--- config.mk ---
export PLATFORM = sky130hd
export DESIGN_NAME = axi_spi_master
export DESIGN_NICKNAME = d
export VERILOG_FILES = /design/src/rtl/axi_spi_master.sv
export SDC_FILE = /design/constraint.sdc
export NUM_CORES = 1
export LEC_CHECK = 0
export BUFFER_PORTS_ARGS = -buffer_cell sky130_fd_sc_hd__buf_2
export CAP_MARGIN = 10
export CORE_MARGIN = 1
export CORE_UTILIZATION = 45
export DETAILED_ROUTE_END_ITERATION = 8
export PLACE_DENSITY = 0.68
export SYNTH_ARGS = -nofsm -noshare
export SYNTH_HDL_FRONTEND = slang
export SYNTH_SLANG_ARGS = --single-unit
--- constraint.sdc ---
create_clock -name clk -period 2.8 [get_ports clk]
set_clock_uncertainty 0.05 [all_clocks]
set_input_delay 0.14 -clock clk [delete_from_list [all_inputs] [get_ports clk]]
set_output_delay 0.14 -clock clk [all_outputs]
set_load 0.03 [all_outputs]
--- src/rtl/axi_spi_master.sv ---
// AXI-lite SPI master: CPOL/CPHA engine, SCLK divider, TX/RX FIFOs, chip selects, sticky overflow.
// Optional internal MOSI->MISO loopback via CTRL[4] when AXI_SPI_LOOPBACK_EN is defined.
module axi_spi_master #(
  parameter int unsigned DATA_W     = 8,
  parameter int unsigned FIFO_DEPTH = 4,
  parameter int unsigned NUM_CS     = 1,
  parameter int unsigned DIV_W      = 16
) (
  input  logic              clk,
  input  logic              reset,
  input  logic [11:0]       s_axi_awaddr,
  input  logic              s_axi_awvalid,
  output logic              s_axi_awready,
  input  logic [31:0]       s_axi_wdata,
  input  logic [3:0]        s_axi_wstrb,
  input  logic              s_axi_wvalid,
  output logic              s_axi_wready,
  output logic [1:0]        s_axi_bresp,
  output logic              s_axi_bvalid,
  input  logic              s_axi_bready,
  input  logic [11:0]       s_axi_araddr,
  input  logic              s_axi_arvalid,
  output logic              s_axi_arready,
  output logic [31:0]       s_axi_rdata,
  output logic [1:0]        s_axi_rresp,
  output logic              s_axi_rvalid,
  input  logic              s_axi_rready,
  output logic              spi_sclk,
  output logic              spi_mosi,
  input  logic              spi_miso,
  output logic [NUM_CS-1:0] spi_cs_n
);
  localparam int unsigned AW  = $clog2(FIFO_DEPTH);
  localparam int unsigned ECW = $clog2(2 * DATA_W + 1);
  localparam logic [ECW-1:0] LastEdge = ECW'(2 * DATA_W - 1);
`ifdef AXI_SPI_LOOPBACK_EN
  localparam logic LoopbackEn = 1'b1;
`else
  localparam logic LoopbackEn = 1'b0;
`endif

  typedef enum logic [1:0] {StIdle, StSetup, StShift, StHold} state_e;
  state_e state;

  logic              enable, cpol, cpha, lsb_first, loopback, overflow;
  logic [2:0]        cs_idx;
  logic [DIV_W-1:0]  div, div_cnt;
  logic [ECW-1:0]    edge_cnt;
  logic [DATA_W-1:0] tx_sh, rx_sh;
  logic [DATA_W-1:0] tx_mem [FIFO_DEPTH];
  logic [DATA_W-1:0] rx_mem [FIFO_DEPTH];
  logic [AW:0]       tx_wp, tx_rp, rx_wp, rx_rp;

  logic tx_empty, tx_full, rx_empty, rx_full, busy, tick, rx_bit;
  logic wr_hs, rd_hs, ovf_clr;
  logic [2:0] wsel, rsel;
  logic unused_bits;

  assign tx_empty = (tx_wp == tx_rp);
  assign tx_full  = (tx_wp[AW] != tx_rp[AW]) && (tx_wp[AW-1:0] == tx_rp[AW-1:0]);
  assign rx_empty = (rx_wp == rx_rp);
  assign rx_full  = (rx_wp[AW] != rx_rp[AW]) && (rx_wp[AW-1:0] == rx_rp[AW-1:0]);
  assign busy     = (state != StIdle);
  assign tick     = busy && (div_cnt >= div);
  assign rx_bit   = loopback ? spi_mosi : spi_miso;

  // Register select; anything outside the first 32 bytes decodes as unmapped (7).
  assign wsel    = (s_axi_awaddr[11:5] == 7'd0) ? s_axi_awaddr[4:2] : 3'd7;
  assign rsel    = (s_axi_araddr[11:5] == 7'd0) ? s_axi_araddr[4:2] : 3'd7;
  assign wr_hs   = s_axi_awready && s_axi_awvalid && s_axi_wvalid;
  assign rd_hs   = s_axi_arready && s_axi_arvalid;
  assign ovf_clr = wr_hs && (wsel == 3'd4) && s_axi_wdata[5];
  assign unused_bits = ^{s_axi_wstrb, s_axi_wdata, s_axi_awaddr, s_axi_araddr};

  function automatic logic out_bit(input logic [DATA_W-1:0] v, input logic lsb);
    return lsb ? v[0] : v[DATA_W-1];
  endfunction

  function automatic logic [DATA_W-1:0] shift_tx(input logic [DATA_W-1:0] v, input logic lsb);
    return lsb ? (v >> 1) : (v << 1);
  endfunction

  function automatic logic [DATA_W-1:0] shift_rx(input logic [DATA_W-1:0] v, input logic b,
                                                 input logic lsb);
    return lsb ? ((v >> 1) | (DATA_W'(b) << (DATA_W - 1))) : ((v << 1) | DATA_W'(b));
  endfunction

  always_ff @(posedge clk) begin
    if (reset) begin
      s_axi_awready <= 1'b0;
      s_axi_wready  <= 1'b0;
      s_axi_bvalid  <= 1'b0;
      s_axi_bresp   <= 2'b00;
      s_axi_arready <= 1'b0;
      s_axi_rvalid  <= 1'b0;
      s_axi_rresp   <= 2'b00;
      s_axi_rdata   <= 32'd0;
      enable        <= 1'b0;
      cpol          <= 1'b0;
      cpha          <= 1'b0;
      lsb_first     <= 1'b0;
      loopback      <= 1'b0;
      cs_idx        <= 3'd0;
      div           <= '0;
      tx_wp         <= '0;
      rx_rp         <= '0;
    end else begin
      s_axi_awready <= s_axi_awvalid && s_axi_wvalid && !s_axi_bvalid && !s_axi_awready;
      s_axi_wready  <= s_axi_awvalid && s_axi_wvalid && !s_axi_bvalid && !s_axi_awready;
      s_axi_arready <= s_axi_arvalid && !s_axi_rvalid && !s_axi_arready;

      if (wr_hs) begin
        s_axi_bvalid <= 1'b1;
        s_axi_bresp  <= (wsel == 3'd2 && tx_full) ? 2'b10 : 2'b00;
        case (wsel)
          3'd0: begin
            enable    <= s_axi_wdata[0];
            cpol      <= s_axi_wdata[1];
            cpha      <= s_axi_wdata[2];
            lsb_first <= s_axi_wdata[3];
            loopback  <= s_axi_wdata[4] & LoopbackEn;
            cs_idx    <= s_axi_wdata[10:8];
          end
          3'd1: div <= s_axi_wdata[DIV_W-1:0];
          3'd2: begin
            if (!tx_full) begin
              tx_mem[tx_wp[AW-1:0]] <= s_axi_wdata[DATA_W-1:0];
              tx_wp <= tx_wp + 1'b1;
            end
          end
          default: ;
        endcase
      end else if (s_axi_bvalid && s_axi_bready) begin
        s_axi_bvalid <= 1'b0;
      end

      if (rd_hs) begin
        s_axi_rvalid <= 1'b1;
        s_axi_rresp  <= 2'b00;
        case (rsel)
          3'd0: s_axi_rdata <= {21'd0, cs_idx, 3'd0, loopback, lsb_first, cpha, cpol, enable};
          3'd1: s_axi_rdata <= 32'(div);
          3'd2: s_axi_rdata <= 32'd0;
          3'd3: begin
            if (rx_empty) begin
              s_axi_rdata <= 32'd0;
              s_axi_rresp <= 2'b10;
            end else begin
              s_axi_rdata <= 32'(rx_mem[rx_rp[AW-1:0]]);
              rx_rp <= rx_rp + 1'b1;
            end
          end
          3'd4: s_axi_rdata <= 32'({overflow, rx_empty, rx_full, tx_empty, tx_full, busy});
          default: s_axi_rdata <= 32'hDEAD_BEEF;
        endcase
      end else if (s_axi_rvalid && s_axi_rready) begin
        s_axi_rvalid <= 1'b0;
      end
    end
  end

  always_ff @(posedge clk) begin
    if (reset) begin
      state    <= StIdle;
      div_cnt  <= '0;
      edge_cnt <= '0;
      tx_sh    <= '0;
      rx_sh    <= '0;
      spi_sclk <= 1'b0;
      spi_mosi <= 1'b0;
      spi_cs_n <= '1;
      tx_rp    <= '0;
      rx_wp    <= '0;
      overflow <= 1'b0;
    end else begin
      // >= rather than == so a DIV shrink mid-transfer cannot stall the divider.
      if (!busy || tick) div_cnt <= '0;
      else div_cnt <= div_cnt + 1'b1;
      if (ovf_clr) overflow <= 1'b0;

      unique case (state)
        StIdle: begin
          spi_sclk <= cpol;
          if (enable && !tx_empty) begin
            tx_sh    <= tx_mem[tx_rp[AW-1:0]];
            spi_mosi <= out_bit(tx_mem[tx_rp[AW-1:0]], lsb_first);
            tx_rp    <= tx_rp + 1'b1;
            rx_sh    <= '0;
            edge_cnt <= '0;
            spi_cs_n <= ~(NUM_CS'(1) << cs_idx);
            state    <= StSetup;
          end
        end
        StSetup: if (tick) state <= StShift;
        StShift: begin
          if (tick) begin
            spi_sclk <= ~spi_sclk;
            edge_cnt <= edge_cnt + 1'b1;
            // Even count = leading edge of the bit cell, odd = trailing.
            if (edge_cnt[0] == cpha) begin
              rx_sh <= shift_rx(rx_sh, rx_bit, lsb_first);
            end else if (cpha) begin
              spi_mosi <= out_bit(tx_sh, lsb_first);
              tx_sh    <= shift_tx(tx_sh, lsb_first);
            end else begin
              spi_mosi <= out_bit(shift_tx(tx_sh, lsb_first), lsb_first);
              tx_sh    <= shift_tx(tx_sh, lsb_first);
            end
            if (edge_cnt == LastEdge) state <= StHold;
          end
        end
        StHold: begin
          if (tick) begin
            spi_cs_n <= '1;
            state    <= StIdle;
            if (rx_full) begin
              overflow <= 1'b1;
            end else begin
              rx_mem[rx_wp[AW-1:0]] <= rx_sh;
              rx_wp <= rx_wp + 1'b1;
            end
          end
        end
        default: state <= StIdle;
      endcase
    end
  end
endmodule

# Yosys cells after proc, flatten, opt, wreduce, memory -nomap -nowiden
# Memories as Yosys holds them, arrays and structs flattened. A register that Yosys moved wholly into a read port is not among the register bits.
# Index checks and enable logic that the tools add are counted.
# totals
output_inout_bits	44
in_bits	68
ff_bits	118
elab_cells	176
memories	2
ramBits	64
# op_classes
bitwise	7
n_addsub	6
shifts	1
magnitude_cmp	1
n_reduce_logical	47
eq_ne	25
muxes	61
# memory_table
name	words	width	rd	rd_clocked_by_memory_dff	write_ports	line	source
rx_mem	4	8	1	1	1	51	logic [DATA_W-1:0] rx_mem [FIFO_DEPTH];
tx_mem	4	8	1	1	1	50	logic [DATA_W-1:0] tx_mem [FIFO_DEPTH];
# op_table
cell	n
one-hot mux 32 bit (5 select lines)	1
two-way mux 8 bit	9
one-hot mux 8 bit (2 select lines)	2
two-way mux 1 bit	28
two-way mux 2 bit	12
logical AND 1 bit	17
adder 16 x 1 -> 16 bit (second input constant)	1
>= comparator 16 bit	1
AND reduction 3 bit	5
zero test 7 bit	2
!= test 2 bit (second input constant)	7
adder 3 x 1 -> 3 bit (second input constant)	4
two-way mux 5 bit	2
one-hot mux 5 bit (2 select lines)	1
nonzero test 2 bit	5
== test 3 x 2 -> 1 bit (second input constant)	3
bitwise OR 7 x 8 -> 8 bit	1
bitwise OR 8 x 1 -> 8 bit	1
one-hot mux 2 bit (4 select lines)	1
AND reduction 2 bit	4
AND reduction 4 bit	2
== test 3 x 1 -> 1 bit (second input constant)	2
== test 3 bit	2
== test 3 bit (second input constant)	2
17 further kinds	33

# Longest topological paths before layout
# logic_depth
word_depth	9
mapped_depth	10
mapped_depth_nobuf	8

# Least setup slack after synthesis
# Ideal clock, no wire load.
# synth_path
path_kind	register to register
start	register div[15]
end	memory rx_mem[3][0], enable pin
setup_slack_ns	-0.234
period_less_slack_ns	3.034
setup_ns	0.398
t_required_ns	2.352
path_buffers	0
arrival_time_ns	2.586
stages_incl_launch_ff	8
path_cell_list	dfxtp_1 -> inv_1 -> ha_1 -> nand4_1 -> nor3_1 -> nand3_1 -> a31oi_4 -> nor4b_1
# synth_via
elab_chain_cells	6
# synth_lines
item	line	source
start: declaration	47	logic [DIV_W-1:0] div, div_cnt;
start signal: assignment	124	3'd1: div <= s_axi_wdata[DIV_W-1:0];
>= comparator 16 bit	64	assign tick = busy && (div_cnt >= div);
logical AND 1 bit	64	
two-way mux 1 bit	213	if (tick) begin
two-way mux 1 bit	181	unique case (state)
two-way mux 1 bit	163	if (reset) begin
two-way mux 1 bit (not written as such)	219	rx_mem[rx_wp[AW-1:0]] <= rx_sh;
end: declaration	51	
# Every way passes these cells.

# Final worst setup path
# layout_path
start	register div[13]
end	memory rx_mem[0][3], enable pin
# The elaborated chain is that of the path after synthesis.

==> reports/results.tsv <==
metric	value	unit
run_status	finished, final reports clean	
worst_pin_slew	0.6364	ns
drt-vias-per-instance	5.246	
wire_per_inst	16.12	um
routed_wl	17540	um
cts_root_buf	clkbuf_16	
combPwrFrac	12.2	%
fp.coreArea	0.01736	sq mm
ff2ff_path_depth	9	
syn_avg_cell_area	10.73	sq um
drcViolationCount	0	
p_seq_share	47.2	%
hold_depth	3	
dr.pass1.iters	5	
place_hpwl	12560	um
drt_iter0_markers	329	
place_worst_setup_slack	0.1612	ns
clk_path_buf_depth	2	
cp_top_family	compound AO/OA/AOI/OAI gates	
setup_viol	0	
p_leak	3.542	nW
period_share	94.86	%
grt_pass1_vias	5591	
whs	0.01501	ns
crit_slowest_cell	a2111oi_4	
cp.depth	9	
grt_max_degree	44	
areaGrowthSynthToFinish	17.83	%
rows	48	
clockPowerShare	40.6	%
vias	5708	
n_fill_cell	1494	
drtAntennaViolNets	0	
stdcell_count	1088	
grt_pass1_wl	28490	um
timing.fmax	376.5	MHz
critical_path_class	flop to flop	
r2r_setup_slack	0.14	ns
period_minus_slack	2.656	ns
crit_chain	inv_1 -> ha_1 -> a21o_1 -> a21o_1 -> a2111oi_4 -> a31oi_4 -> and4bb_1 -> and2_1 -> buf_4	
synth_edf_count	64	
power	5.535	mW
clk_pin_slew_worst_paths	0.07	ns
drive_gt1_share	22.25	%
dieArea	0.01834	sq mm
finalNetCount	951	
start_kind	flop	
synth-seq-cells	169	
finalMaxSlewViolations	0	
clock_latency	0.44	ns
p_per_area	586.3	mW/mm^2
ys.flop_type	dfxtp_1	
relSlewSlack	57.18	%
io_pins	112	
antenna_found_initial	0	
io_buffers	80	
routabilityCongestion	0.8192	
postCtsSetupBuffers	0	
cp_max_fo	4	
yosysWarnings	0	
end_kind	flop	
grt-ovfl-total	0	
hold_class	input pin to flop	
cts_made_buffers	17	
switchingPower	1.467	mW
cts_tree	built	
fp.dieH	135.4	um
cp_common_cell	a21o_1	
tns	0	ns
critPathBufInv	2	
grtUsageTotal	20.45	%
cap_violations	0	
intPower	4.068	mW
fin_ws	0.1439	ns
cp.arrival	2.80	ns
die_x	135.4	um
diodes	0	
placed_cells	1035	
ys_seq_area_share	50.22	%
vdd_drop_max	0.4693	mV
syn_inst	747	
start_util	46.16	%
p_sw_share	26.50	%
yosysUniqueCellTypes	70	
cts.sinks	169	
rsz0062_at_grt	false	
async_reset_ff_share	0	%
slowest_delay	0.52	ns
hold_viol_final	0	
cts-htree-levels	4	
cp_data_required_time	2.95	ns
syn_area	0.008013	sq mm
-- cell families after synthesis --
family / Yosys count / synth area share [%]
XOR/XNOR: 29 / 3.170
AO/OA/AOI/OAI: 119 / 10.67
adder cells (fa/ha/maj): 33 / 5.153
multiplexers: 48 / 8.838
AND/OR/NAND/NOR: 264 / 16.74
flip-flops: 169 / 50.22
buffers and inverters: 84 / 5.169
other: 1 / 0.04680
-- timing repair --
item / in CTS / in global routing
setup endpoints to repair: 0 / 21
gates resized for setup: 0 / 2
hold buffers: 21 / 0
endpoints found under the hold margin: 59 / 0
-- power groups by stage --
stage	Clock [mW]	Sequential (mW)	Combinational, mW
after floorplan	0	2.69	0.444
after global placement	0	2.67	0.649
after detailed placement	0	2.67	0.657
after CTS	2.30	2.61	0.679
after global routing	2.39	2.62	0.746
final	2.25	2.61	0.676
-- placed cells by master, fill, tap and decap left out, types with 12 or more instances in the layout --
cell type,instances
nand2_1,83
xor2_1,13
inv_1,32
dfxtp_1,105
mux2i_1,19
nor2_1,59
clkbuf_16,18
edfxtp_1,64
nand2b_1,20
xnor2_1,16
and2_1,12
ha_1,33
buf_4,28
a21oi_1,53
nor3_1,18
mux4_2,17
buf_2,79
nand3_1,19
dlygate4sd3_1,21
-- cells in the mapped netlist (12+ instances only) --
master    number  area share, %
dfxtp_1      105             26
nand2_1       83            3.9
edfxtp_1      64             24
nor2_1        59            2.8
a21oi_1       53            3.3
ha_1          33            5.2
inv_1         32            1.5
clkbuf_1      23            1.1
nand2b_1      20            1.6
nor3_1        20            1.2
mux2i_1       19            2.4
nand3_1       19            1.2
buf_4         18            1.7
mux4_2        17            4.8
xnor2_1       16            1.7
xor2_1        13            1.4
and2_1        12           0.94
-- sequential cells by signal (all words and copies together), names as in the netlist, 2 cells and up, named ones only --
signal and cells:
cs_idx 3, state 2, div 16, tx_sh 8, tx_rp 3, s_axi_rdata 17, tx_wp 3, rx_rp 3
rx_wp 3, rx_sh 8, rx_mem 32, tx_mem 32, div_cnt 16, edge_cnt 5
-- per-stage QoR --
stage | cell area [sq um] | util (%)
2_1_floorplan | 8041 | -
3_3_place_gp | 8658 | 49.88
3_5_place_dp | 8658 | 49.88
4_1_cts | 9432 | 54.34
5_1_grt | 9442 | 54.40
6_report | 9442 | 54.40
-- worst min-delay path: cells and delay by family --
kind                   cells  cell delay, ns
AOI/OAI and AO/OA          1            0.08
buffers and inverters      1            0.11
and+or+nand+nor            1            0.13
-- cell type report --
class / count / area, sq um / area share (%)
clock buffer: 20 / 478.0 / 5.062
clock inverter: 12 / 85.08 / 0.9011
inverter: 33 / 123.9 / 1.312
multi-input combinational: 500 / 3613 / 38.27
sequential: 169 / 4024 / 42.62
tap: 225 / 281.5 / 2.982
timing repair buffer: 129 / 835.8 / 8.852
-- per-layer routing --
| layer | wire length [um] | part of all wire, % | up-vias | track usage (%) |
|---|---|---|---|---|
| li1 | - | - | 2863 | - |
| met4 | 358 | 2.0 | 0 | 8.052 |
| met1 | 8055 | 46 | 2701 | 25.94 |
| met3 | 556 | 3.2 | 22 | 4.863 |
| met5 | 0 | 0 | - | 0 |
| met2 | 8567 | 49 | 122 | 33.59 |
-- path summary, 6_finish.rpt --
path,from,to
min,s_axi_wvalid,s_axi_bvalid$_SDFFE_PP0P_
min reg2reg,s_axi_rvalid$_SDFFE_PP0P_,s_axi_arready$_SDFF_PP0_
max,div[13]$_SDFFE_PP0P_,rx_mem[0][3]$_DFFE_PP_
max reg2reg,div[13]$_SDFFE_PP0P_,rx_mem[0][3]$_DFFE_PP_
No activity file was read; power rests on OpenSTA's default activity.
